$ cat config.mk
export PLATFORM = sky130hd
export DESIGN_NAME = spi_deserializer
export DESIGN_NICKNAME = d
export VERILOG_FILES = /design/src/rtl/spi_deser_pkg.sv /design/src/rtl/spi_deser_shreg.sv /design/src/rtl/spi_deserializer.sv
export SDC_FILE = /design/constraint.sdc
export NUM_CORES = 1
export LEC_CHECK = 0
export CAP_MARGIN = 5
export CORE_MARGIN = 1
export CORE_UTILIZATION = 55
export CTS_CLUSTER_SIZE = 10
export DETAILED_ROUTE_END_ITERATION = 10
export PLACE_DENSITY = 0.81
export SKIP_LAST_GASP = 1
export SLEW_MARGIN = 20
export SYNTH_ARGS = -nofsm -noshare
export SYNTH_HDL_FRONTEND = slang
export SYNTH_HIERARCHICAL = 1
export SYNTH_SLANG_ARGS = --single-unit
$ cat constraint.sdc
create_clock -name clk -period 2.5 [get_ports clk]
set_input_delay 0.25 -clock clk [delete_from_list [all_inputs] [get_ports clk]]
set_output_delay 0.25 -clock clk [all_outputs]
set_load 0.01 [all_outputs]
$ cat src/rtl/spi_deser_pkg.sv
// Shared FSM state type and counter-width helper for the SPI deserializer.
// SPI_DESER_PARITY_EN adds the PARITY state.
package spi_deser_pkg;

`ifdef SPI_DESER_PARITY_EN
  typedef enum logic [1:0] {
    IDLE,
    SHIFT,
    PARITY
  } state_t;
`else
  typedef enum logic [1:0] {
    IDLE,
    SHIFT
  } state_t;
`endif

  // Bit-counter width; never below one bit.
  function automatic int cnt_width(input int width);
    return (width > 1) ? $clog2(width) : 1;
  endfunction

endpackage

$ cat src/rtl/spi_deser_shreg.sv
// Serial-in shift register, MSB- or LSB-first, with clear.
// data_next exposes the word including the bit being sampled this edge.
module spi_deser_shreg #(
  parameter int WIDTH     = 10,
  parameter int MSB_FIRST = 1
) (
  input  logic             clk,
  input  logic             rst,
  input  logic             clear,
  input  logic             shift,
  input  logic             bit_in,
  output logic [WIDTH-1:0] data,
  output logic [WIDTH-1:0] data_next
);

  generate
    if (MSB_FIRST != 0) begin : g_msb
      always_comb data_next = {data[WIDTH-2:0], bit_in};
    end else begin : g_lsb
      always_comb data_next = {bit_in, data[WIDTH-1:1]};
    end
  endgenerate

  always_ff @(posedge clk) begin
    if (rst || clear) begin
      data <= '0;
    end else if (shift) begin
      data <= data_next;
    end
  end

endmodule

$ cat src/rtl/spi_deserializer.sv
// Serial-to-parallel deserializer with valid/ready output and overrun flag.
// Define SPI_DESER_PARITY_EN to sample a trailing even-parity bit per word.
module spi_deserializer
  import spi_deser_pkg::*;
#(
  parameter int WIDTH     = 10,
  parameter int MSB_FIRST = 1
) (
  input  logic             clk,
  input  logic             rst,
  input  logic             enable,
  input  logic             serial_in,
  output logic [WIDTH-1:0] out_data,
  output logic             out_valid,
  input  logic             out_ready,
  output logic             overrun,
  output logic             parity_err
);

  localparam int CW = cnt_width(WIDTH);
  localparam logic [CW-1:0] LAST = CW'(WIDTH - 1);

  state_t           state, state_next;
  logic [CW-1:0]    cnt, cnt_next;
  logic             sh_shift, sh_clear, word_done;
  logic [WIDTH-1:0] sh_data, sh_next, word_data;
`ifdef SPI_DESER_PARITY_EN
  logic             word_perr;
`endif

  spi_deser_shreg #(
    .WIDTH    (WIDTH),
    .MSB_FIRST(MSB_FIRST)
  ) u_shreg (
    .clk      (clk),
    .rst      (rst),
    .clear    (sh_clear),
    .shift    (sh_shift),
    .bit_in   (serial_in),
    .data     (sh_data),
    .data_next(sh_next)
  );

  always_ff @(posedge clk) begin
    if (rst) begin
      state <= IDLE;
      cnt   <= '0;
    end else begin
      state <= state_next;
      cnt   <= cnt_next;
    end
  end

  always_comb begin
    state_next = state;
    cnt_next   = cnt;
    sh_shift   = 1'b0;
    sh_clear   = 1'b0;
    word_done  = 1'b0;
    word_data  = sh_next;
`ifdef SPI_DESER_PARITY_EN
    word_perr  = 1'b0;
`endif
    case (state)
      IDLE: begin
        if (enable) begin
          sh_shift   = 1'b1;
          cnt_next   = CW'(1);
          state_next = SHIFT;
        end
      end
      SHIFT: begin
        if (!enable) begin
          sh_clear   = 1'b1;
          cnt_next   = '0;
          state_next = IDLE;
        end else begin
          sh_shift = 1'b1;
          if (cnt == LAST) begin
            cnt_next = '0;
`ifdef SPI_DESER_PARITY_EN
            state_next = PARITY;
`else
            word_done  = 1'b1;
            state_next = IDLE;
`endif
          end else begin
            cnt_next = cnt + CW'(1);
          end
        end
      end
`ifdef SPI_DESER_PARITY_EN
      PARITY: begin
        cnt_next   = '0;
        state_next = IDLE;
        if (!enable) begin
          sh_clear = 1'b1;
        end else begin
          // Data bits are complete in the register; this edge carries parity.
          word_done = 1'b1;
          word_data = sh_data;
          word_perr = ^{sh_data, serial_in};
        end
      end
`endif
      default: begin
        cnt_next   = '0;
        state_next = IDLE;
      end
    endcase
  end

  // A completing word is taken only if the slot is empty or draining this edge.
  always_ff @(posedge clk) begin
    if (rst) begin
      out_data  <= '0;
      out_valid <= 1'b0;
      overrun   <= 1'b0;
    end else begin
      overrun <= 1'b0;
      if (word_done && (!out_valid || out_ready)) begin
        out_data  <= word_data;
        out_valid <= 1'b1;
      end else if (word_done) begin
        overrun <= 1'b1;
      end else if (out_valid && out_ready) begin
        out_valid <= 1'b0;
      end
    end
  end

`ifdef SPI_DESER_PARITY_EN
  always_ff @(posedge clk) begin
    if (rst) begin
      parity_err <= 1'b0;
    end else if (word_done && (!out_valid || out_ready)) begin
      parity_err <= word_perr;
    end
  end
`else
  assign parity_err = 1'b0;
`endif

endmodule

Yosys cells after proc, flatten, opt, wreduce, memory -nomap -nowiden. Cells that the tools add are included.

Memory bits (read-only): 0. Bits in writable memories: 0. Flip-flop bits (word level): 27. Latch bits: 0. Memories: 0.

Multipliers: 0. $add $sub $neg: 1. Shift-type cells: 0. Bitwise logic cells: 0. Multiplexer cells: 19. Equality and inequality tests: 5. Div/mod/pow operators: 0. Magnitude comparators: 0. Reduce and logical (&&, ||, !) cells: 11.

Operators by type and width (count): 2-to-1 mux 4 bit (3); 2-to-1 mux 1 bit (11); one-hot mux 4 bit (2 select lines) (1); 2-to-1 mux 2 bit (3); adder 4 x 1 -> 4 bit, second input constant (1); equality test 4 bit, second input constant (1); one-hot mux 2 bit (2 select lines) (1); AND reduction 2 bit (2); OR reduction 2 bit (2); != test 3 bit, second input constant (1); equality test 2 x 1 -> 1 bit, second input constant (1); logical AND 1 bit (2); logical NOT 2 bit (1); logical OR 1 bit (2); != test 2 x 1 -> 1 bit, second input constant (1); != test 2 bit, second input constant (1); nonzero test 2 bit (1); logical NOT 1 bit (1).

Longest topological paths before layout. Gate-level depths: netlist (run 1).

Depth in word-level cells: 7. Mapped depth: 6. Gate-level depth less buffers: 5.

Hierarchy. The synthesis (run 1) kept the hierarchy.

Modules (own cells, without submodules): spi_deserializer (area each 808.3 um2, instances 1, seq. area each 340.3 um2, cells an instance 83); spi_deser_shreg (area each 437.9 um2, instances 1, seq. area each 200.2 um2, cells an instance 43).

Least setup slack after synthesis (run 1). OpenSTA, ideal clock, no wires.

Path type: register to register. From: register cnt[0]. To: register out_data[0]. Path buffers: 1. Path slack: 1171 ps. Stages on the path, launching flop included: 6. Required time: 2428 ps. Data arrival time: 1257 ps. Path through: dfxtp_1 -> ha_1 -> and3b_1 -> and4_4 -> buf_8 -> mux2i_1.

Cells in the longest elaborated chain, start to end: 5.

Ends and longest elaborated chain: start: declaration (line spi_deserializer.sv:24) `logic [CW-1:0] cnt, cnt_next;`; start signal: assignment (line spi_deserializer.sv:50) `cnt <= cnt_next;`; equality test 4 bit (line spi_deserializer.sv:79) `if (cnt == LAST) begin`; 2-to-1 mux 1 bit (line spi_deserializer.sv:79); 2-to-1 mux 1 bit (line spi_deserializer.sv:73) `if (!enable) begin`; 2-to-1 mux 1 bit (line spi_deserializer.sv:64) `case (state)`; logical AND 1 bit (line spi_deserializer.sv:121) `if (word_done && (!out_valid || out_ready)) begin`; end signal: assignment (line spi_deserializer.sv:122) `out_data <= word_data;`; end: declaration (line spi_deserializer.sv:13) `output logic [WIDTH-1:0] out_data,`.

No other way between the ends. A chain may end at the register's enable or synchronous reset.

Final worst setup path (run 1).
From: input enable. To: register u_shreg.data[5].

Cells in the longest elaborated chain, start to end: 3. Elaborated cells on any way between the ends: 5. Classes of those cells: 4 x mux; 1 x reduce/logical.

Ends and longest elaborated chain: start: declaration (line spi_deserializer.sv:11) `input logic enable,`; 2-to-1 mux 1 bit (line spi_deserializer.sv:73); 2-to-1 mux 1 bit (line spi_deserializer.sv:64); named net sh_clear (line spi_deserializer.sv:25) `logic sh_shift, sh_clear, word_done;`; logical OR 1 bit (line spi_deser_shreg.sv:25) `if (rst || clear) begin`; end signal: assignment (line spi_deser_shreg.sv:28) `data <= data_next;`; end: declaration (line spi_deser_shreg.sv:12) `output logic [WIDTH-1:0] data,`.

The timed path passes the listed nets, and every way through them passes these cells.

==> results of run 1 <==
## cell usage in the layout, fill, tap and decap left out, drive strengths merged
cell type	instances
nor2	11
or2	1
a21oi	3
clkbuf	3
dfxtp	26
a41oi	1
o21a	1
ha	2
nor2b	1
xor2	2
o21ai	1
clkdlybuf4s50	16
mux2i	19
nand3	2
nor3	2
nand4b	2
and4	1
bufinv	1
nor3b	1
nand3b	1
nand2b	22
conb	1
and3b	1
or3	1
inv	1
buf	2
or4b	1
## sequential cells by signal, indices dropped and copies added (netlist names)
register	flops
out_data	10
u_shreg/data	9
cnt	4
out_valid	1
overrun	1
state	1
## critical path: cells and delay by family
kind | cells | cell delay [ns]
buf+inv | 2 | 0.96
simple gates | 3 | 0.58
## cell type report
type	instances	area [sq um]	area share, %
clock buffer	3	22.5	1.68
timing repair buffer	18	175	13.1
inverter	1	3.75	0.280
tap	27	33.8	2.52
multi-input combinational	77	553	41.3
sequential	26	520	38.9
clock inverter	1	30.0	2.24
## stage by stage
step                setup slack, ns  hold slack [ns]  power (mW)
floorplan                      1.17            0.397       0.467
global placement              0.693            0.456       0.471
detailed placement            0.643            0.465       0.474
CTS                           0.986            0.486       0.756
global route                  0.854            0.507       0.778
finish                        0.974            0.483       0.751
## where the power goes
group	switching (mW)	internal, mW
sequential	0.00571	0.419
combinational	0.0188	0.0211
clock	0.125	0.162
## routing by layer
metal | vias to the layer above | global-route usage (%) | routed length, microns
li1 | 401 | - | -
met1 | 373 | 21.7 | 888
met2 | 9 | 29.6 | 893
met3 | 4 | 2.80 | 31
met4 | 0 | 9.31 | 38
met5 | - | 0 | 0
## final timing paths
path	start	end	slack, ns	depth (start not counted)
setup / recovery	enable	u_shreg/data[5]	0.97	5
hold / removal	out_data[0]	out_data[0]	0.48	2
setup reg to reg	cnt[0]	out_data[8]	1.01	4
hold reg to reg	out_data[0]	out_data[0]	0.48	2
==> results.yml, run 1 <==
final_layout:
  fillers: 166
  final_cell_count_no_fill: 153
  final_nets: 134
  postLayoutCellArea_sq_um: 1340
  n_antenna_cell: 0
  layout-drive-gt1-share_pct: 6.35
  fin_util_pct: 66.2
  area_delta_synth_final_pct: 10.4
sta:
  setup_viol: 0
  min_period_ns: 1.53
  slew_viol_final: 0
  rsz0062_at_grt: "false"
  hold_violations: 0
  final.setup_skew_ns: 0.00226
  finalCritPeriodShare_pct: 61.0
  max_freq_ghz: 0.655
  fin_tns_setup_ns: 0
setup_path:
  critPathRequiredTime_ns: 2.76
  critical_path_class: "input port to flip-flop"
  slowest_stage: "clkdlybuf4s50_1"
  cp_cell_sequence: "clkdlybuf4s50_1 > buf_4 > nor2b_1 > or2_0 > nor2_1"
  worstPathArrival_ns: 1.79
  critPathLaunchType: "input port"
  slowest_delay_ns: 0.68
  critPathCaptureType: "flip-flop"
  critical_path.max_fanout: 11
power:
  ir_drop_mv: 0.336
  power-per-cell-area_nw_per_um2: 561
  leakagePower_nw: 0.481
routing:
  drt_iter0_markers: 16
  vias: 787
  dr.pass1.iters: 4
  drc_errors: 0
  drtAntennaViolNets: 0
  wl_microns: 1850
  via_per_inst: 5.14
  wl_per_cell_microns: 12.1
logic_synthesis:
  yosysWarnings: 6
  syn_area_sq_um: 1210
  synth_area_per_cell_sq_um: 9.86
  syn-num-nets: 130
  synthCells: 123
place:
  gp_congestion: 0.648
  hpwl_microns: 1320
  port_buffers: 16
  placed_cell_area_sq_um: 1290
  place_inst: 149
die:
  num_rows: 16
  die_h_microns: 49.0
  io_pins: 18
  die-width_microns: 49.0
  initial_utilization_pct: 60.0
  core-area_sq_um: 2020
  dieArea_sq_um: 2400
global_routing:
  grt_max_degree: 17
  grt_overflow: 0
  grt_pass1_wl_microns: 3260
  grt_pass1_vias: 739
  antenna_found_initial: 0
  grt.total_usage_pct: 17.7
clock_network:
  clk_pin_slew_ns: 0.14
  insertion_delay_ns: 0.32
  postCtsSetupRepairBufs: 0
  clock_sinks: 26
  cts_resized: 0
  postCtsHoldBufs: 0
  htreeDepth: 1
  cts_buffers: 3
  cts_max_path_buffers: 2
  cts_tree: "built"
  clockRootBuffer: "clkbuf_4"
job:
  drv_cap: 0
hold_path:
  hp-class: "flip-flop to flip-flop"
outcome:
  status: "finished, final reports clean"
Power figures use the tool's default switching activity.
==> run 2, diff against run 1 <==
Settings changed: CORE_UTILIZATION 55 to 47, PLACE_DENSITY 0.81 to 0.73.
Clock period 2.5 ns to 1.35 ns, I/O delays scaled along.
==> run 2 against run 1 <==
  * Clock-buffer cell count is the same
  * Global-route usage decreased by 0.18 points
  * Combinational power increased to 2.5 times the previous value
  * Sequential power increased by 85%
  * Clock power grew 88%
  * Wire length rose by 15%
  * Flip-flop and latch count stayed put
  * Total power up 90%
  * Worst hold slack worse by 0.065 ns
  * Sequential share of layout area decreased by 2.1 points
  * Critical path depth is the same
==> results.yml, run 2 (synthesis gave the netlist of run 1 again) <==
outcome:
  status: "finished, final reports clean"
global_routing:
  antenna_found_initial: 0
  grt.total_usage_pct: 17.5
  grt_max_degree: 16
  grt_pass1_wl_microns: 3470
  grt_overflow: 0
  grt_pass1_vias: 803
clock_network:
  insertion_delay_ns: 0.32
  htreeDepth: 1
  clockRootBuffer: "clkbuf_4"
  cts_tree: "built"
  postCtsHoldBufs: 0
  cts_max_path_buffers: 2
  cts_buffers: 3
  clock_sinks: 26
  clk_pin_slew_ns: 0.15
final_layout:
  largest_reg_flops: 10
  final_nets: 144
  fin_util_pct: 58.0
  final_cell_count_no_fill: 166
  n_antenna_cell: 0
  postLayoutCellArea_sq_um: 1420
  reg.largest.list: "out_data x10, u_shreg/data x9, cnt x4"
  layout-drive-gt1-share_pct: 16.2
  final_common_cell: "dfxtp_1"
  layout.cells.most_common_list: "dfxtp_1, nand2b_1, mux2i_1"
  area_delta_synth_final_pct: 17.4
  top_register: "out_data"
sta:
  rsz0062_at_grt: "true"
  slew_viol_final: 0
  setup_viol: 0
  whs_ns: 0.418
  fin_tns_setup_ns: 0
  final.setup_skew_ns: 0.00783
  max_freq_ghz: 0.749
  setup_slack_ns: 0.0155
  finalCritPeriodShare_pct: 98.8
  hold_violations: 0
  min_period_ns: 1.33
power:
  clkPwrFrac_pct: 37.8
  leakagePower_nw: 0.584
  netSwitchingFraction_pct: 20.6
  power-per-cell-area_nw_per_um2: 1000
  power.switching_uw: 293
  total_power_mw: 1.42
  p_int_mw: 1.13
  ir_drop_mv: 0.722
  comb_power_share_pct: 7.1
  seqPwrFrac_pct: 55.1
die:
  die_h_microns: 52.8
  initial_utilization_pct: 49.4
  core-area_sq_um: 2450
  io_pins: 18
  num_rows: 18
  dieArea_sq_um: 2790
  die-width_microns: 52.8
setup_path:
  cp_num_buf_inv: 1
  critPathLaunchType: "flip-flop"
  cp_cell_sequence: "inv_2 > ha_4 > and3b_2 > and4_4 > mux2i_1"
  critPathRequiredTime_ns: 1.61
  worstPathArrival_ns: 1.60
  critical_path.top_delay_family: "simple AND/OR/NAND/NOR gates"
  critical_path.max_fanout: 5
  slowest_delay_ns: 0.36
  critical_path_class: "flip-flop to flip-flop"
  slowest_stage: "dfxtp_2"
  critPathCaptureType: "flip-flop"
place:
  gp_congestion: 0.740
  hpwl_microns: 1380
  dpl_worst_slack_ns: -0.0238
  place_inst: 160
  port_buffers: 16
  placed_cell_area_sq_um: 1350
routing:
  drc_errors: 0
  dr.pass1.iters: 3
  wl_microns: 2120
  wl_per_cell_microns: 12.8
  drt_iter0_markers: 7
  drtAntennaViolNets: 0
  vias: 826
  via_per_inst: 4.98
job:
  drv_cap: 0
hold_path:
  hp-class: "input port to flip-flop"
run 2: worst min-delay path, cell delays in order:
cell             delay [ns]
clkdlybuf4s50_1        0.43
nand2b_1               0.09
mux2i_1                0.06
run 2: worst paths after layout:
check / startpoint / to / slack, ns / depth (start not counted)
max: cnt[1] / out_data[7] / 0.02 / 5
min: serial_in / out_data[0] / 0.42 / 3
max reg2reg: cnt[1] / out_data[7] / 0.02 / 5
min reg2reg: out_data[6] / out_data[6] / 0.47 / 2
run 2: layout make-up:
class,count,area [sq um]
Clock buffer,3,22.5
Clock inverter,1,30.0
Fill cell,237,1030
Inverter,1,3.75
Multi-Input combinational cell,78,578
Sequential cell,26,523
Tap cell,30,37.5
Timing Repair Buffer,27,229
run 2: repair_timing:
action,CTS,global route
pin swaps,0,0
gates resized for setup,14,3
cloned,1,0
buffers inserted,1,0
setup endpoints to repair,21,11
run 2: metal layers:
layer  up-vias  GRT usage [%]  part of all wire (%)
met4         0           7.89                  0.89
met1       396           21.1                    46
li1        422              -                     -
met2         6           30.2                    51
met5         -              0                     0
met3         2           2.61                   1.7
run 2: power groups by stage:
stage	combinational (mW)	clock (mW)	sequential [mW]
final	0.101	0.539	0.785
after floorplan	0.0687	0	0.797
after global placement	0.0919	0	0.799
after global routing	0.109	0.580	0.787
after detailed placement	0.0948	0	0.799
after CTS	0.0969	0.552	0.783
==> run 3, diff against run 2 <==
Settings changed: CORE_ASPECT_RATIO from default to 0.9, CTS_CLUSTER_SIZE 10 to 30, GPL_TIMING_DRIVEN from default to 0.
==> run 3 against run 2 <==
  * The flow now finishes with violations (negative setup slack)
  * Clock-buffer cell count is 1 higher
  * Worst setup slack worse by 0.021 ns
  * Register-to-register slack got worse by 0.02 ns
  * Clock power is 27% lower
  * Design area is 6.4% higher
  * Flip-flop and latch count did not move
  * Highest routed layer unchanged
  * Critical path depth up 1
  * Largest power group unchanged
==> results.yml, run 3 (synthesis gave the netlist of run 1 again) <==
setup_path:
  critPathLaunchType: "flip-flop"
  crit_start: "cnt[1]"
  critical_path_class: "flip-flop to flip-flop"
  critPathCaptureType: "flip-flop"
  r2r-end: "out_data[1]"
  critical_path.max_fanout: 5
  timing.rr.start: "cnt[1]"
  critPathRequiredTime_ns: 1.61
  r2r_slack_ns: -0.006
  worstPathArrival_ns: 1.62
  reg2reg_depth: 6
power:
  leakagePower_nw: 0.677
  power-per-cell-area_nw_per_um2: 843
  ir_drop_mv: 0.679
  total_power_mw: 1.28
final_layout:
  layout.cells.most_common_list: "dfxtp_1, nand2b_1, mux2i_1"
  n_antenna_cell: 0
  final_common_cell: "dfxtp_1"
  reg.largest.list: "out_data x10, u_shreg/data x9, cnt x4"
  area_delta_synth_final_pct: 25.0
  largest_reg_flops: 10
  layout-drive-gt1-share_pct: 20.4
  final_nets: 155
  top_register: "out_data"
sta:
  setup_slack_ns: -0.00592
  max_freq_ghz: 0.738
  setup_viol: 3
  min_period_ns: 1.36
  hold_violations: 0
  slew_viol_final: 0
  finalCritPeriodShare_pct: 100
  final.setup_skew_ns: 0.00142
  rsz0062_at_grt: "true"
  whs_ns: 0.455
die:
  io_pins: 18
  die-width_microns: 55.5
  dieArea_sq_um: 2790
  initial_utilization_pct: 49.6
  die_h_microns: 50.2
  core-area_sq_um: 2450
  num_rows: 17
place:
  port_buffers: 16
  gp_congestion: 0.725
  hpwl_microns: 1330
hold_path:
  min-delay-start: "serial_in"
  holdPathEnd: "u_shreg/data[0]"
  hp-class: "input port to flip-flop"
  whs_path_depth: 3
routing:
  wl_per_cell_microns: 11.9
  drc_errors: 0
  dr.pass1.iters: 4
  drtAntennaViolNets: 0
  via_per_inst: 4.88
  drt_iter0_markers: 9
  vias: 854
  wl_microns: 2080
clock_network:
  cts_tree: "built"
  postCtsHoldBufs: 0
  clock_sinks: 26
  clk_pin_slew_ns: 0.14
  cts_max_path_buffers: 2
  htreeDepth: 1
  clockRootBuffer: "clkbuf_4"
  cts_buffers: 3
  insertion_delay_ns: 0.31
outcome:
  status: "finished, violations left"
  violations: "negative setup slack"
job:
  drv_cap: 0
global_routing:
  grt_max_degree: 15
  grt.total_usage_pct: 16.4
  grt_pass1_wl_microns: 3590
  antenna_found_initial: 0
  grt_overflow: 0
  grt_pass1_vias: 845
-- run 3: changes by cell type in the layout (fill, tap and decap cells not counted), sizes merged --
cell          before  now
and4               2    1
dlygate4sd2       11    8
buf               11   18
dlymetal6s2s       0    3
bufinv             1    0
clkbuf             3    9
-- run 3: final cells by class --
cell class / instances / area [sq um]
Fill cell: 215 / 931
Tap cell: 28 / 35.0
Sequential cell: 26 / 526
Inverter: 1 / 3.75
Multi-Input combinational cell: 77 / 567
Clock buffer: 4 / 36.3
Buffer: 19 / 143
Timing Repair Buffer: 20 / 205
-- run 3: worst max path at each step --
| stage | endpoint | cells past startpoint |
|---|---|---|
| CTS | out_data[3] | 6 |
| floorplan | out_data[0] | 5 |
| finish | out_data[1] | 6 |
| detailed placement | cnt[3] | 5 |
| global route | out_data[3] | 6 |
| global placement | cnt[3] | 5 |
-- run 3: what timing repair did --
action / CTS / global route
setup buffers: 3 / 0
gates cloned: 0 / 1
pin swaps: 0 / 1
gates resized for setup: 13 / 10
setup endpoints to repair: 18 / 23
-- run 3: power by group --
part	internal (mW)	switching (mW)	leakage, nW
Clock	0.165	0.228	0.0210
Combinational	0.0563	0.0476	0.445
Sequential	0.775	0.00582	0.211
-- run 3: metrics by stage --
step           cells  util (%)  cell area, sq um  setup TNS, ns  setup slack (ns)
6_report         175      61.9              1520        -0.0117          -0.00592
5_1_grt          175      61.9              1520         -0.542           -0.0680
4_1_cts          174      60.0              1470        -0.0103           -0.0103
3_5_place_dp     167      57.5              1410          -6.44            -0.326
3_3_place_gp     167      57.5              1410          -5.68            -0.280
2_1_floorplan    123         -              1210              0            0.0213
-- run 3: critical path: stages (launching register included) --
cell       delay (ns)
dfxtp_2          0.35
inv_2            0.07
ha_4             0.12
and3b_2          0.18
and4_4           0.25
clkbuf_16        0.16
mux2i_1          0.17
-- run 3: routing by layer --
metal | up-vias | track usage, % | share of wire [%]
met5 | - | 0 | 0
met4 | 0 | 7.50 | 0.82
met3 | 2 | 2.32 | 1.5
met2 | 7 | 27.9 | 52
met1 | 400 | 20.7 | 45
li1 | 445 | - | -
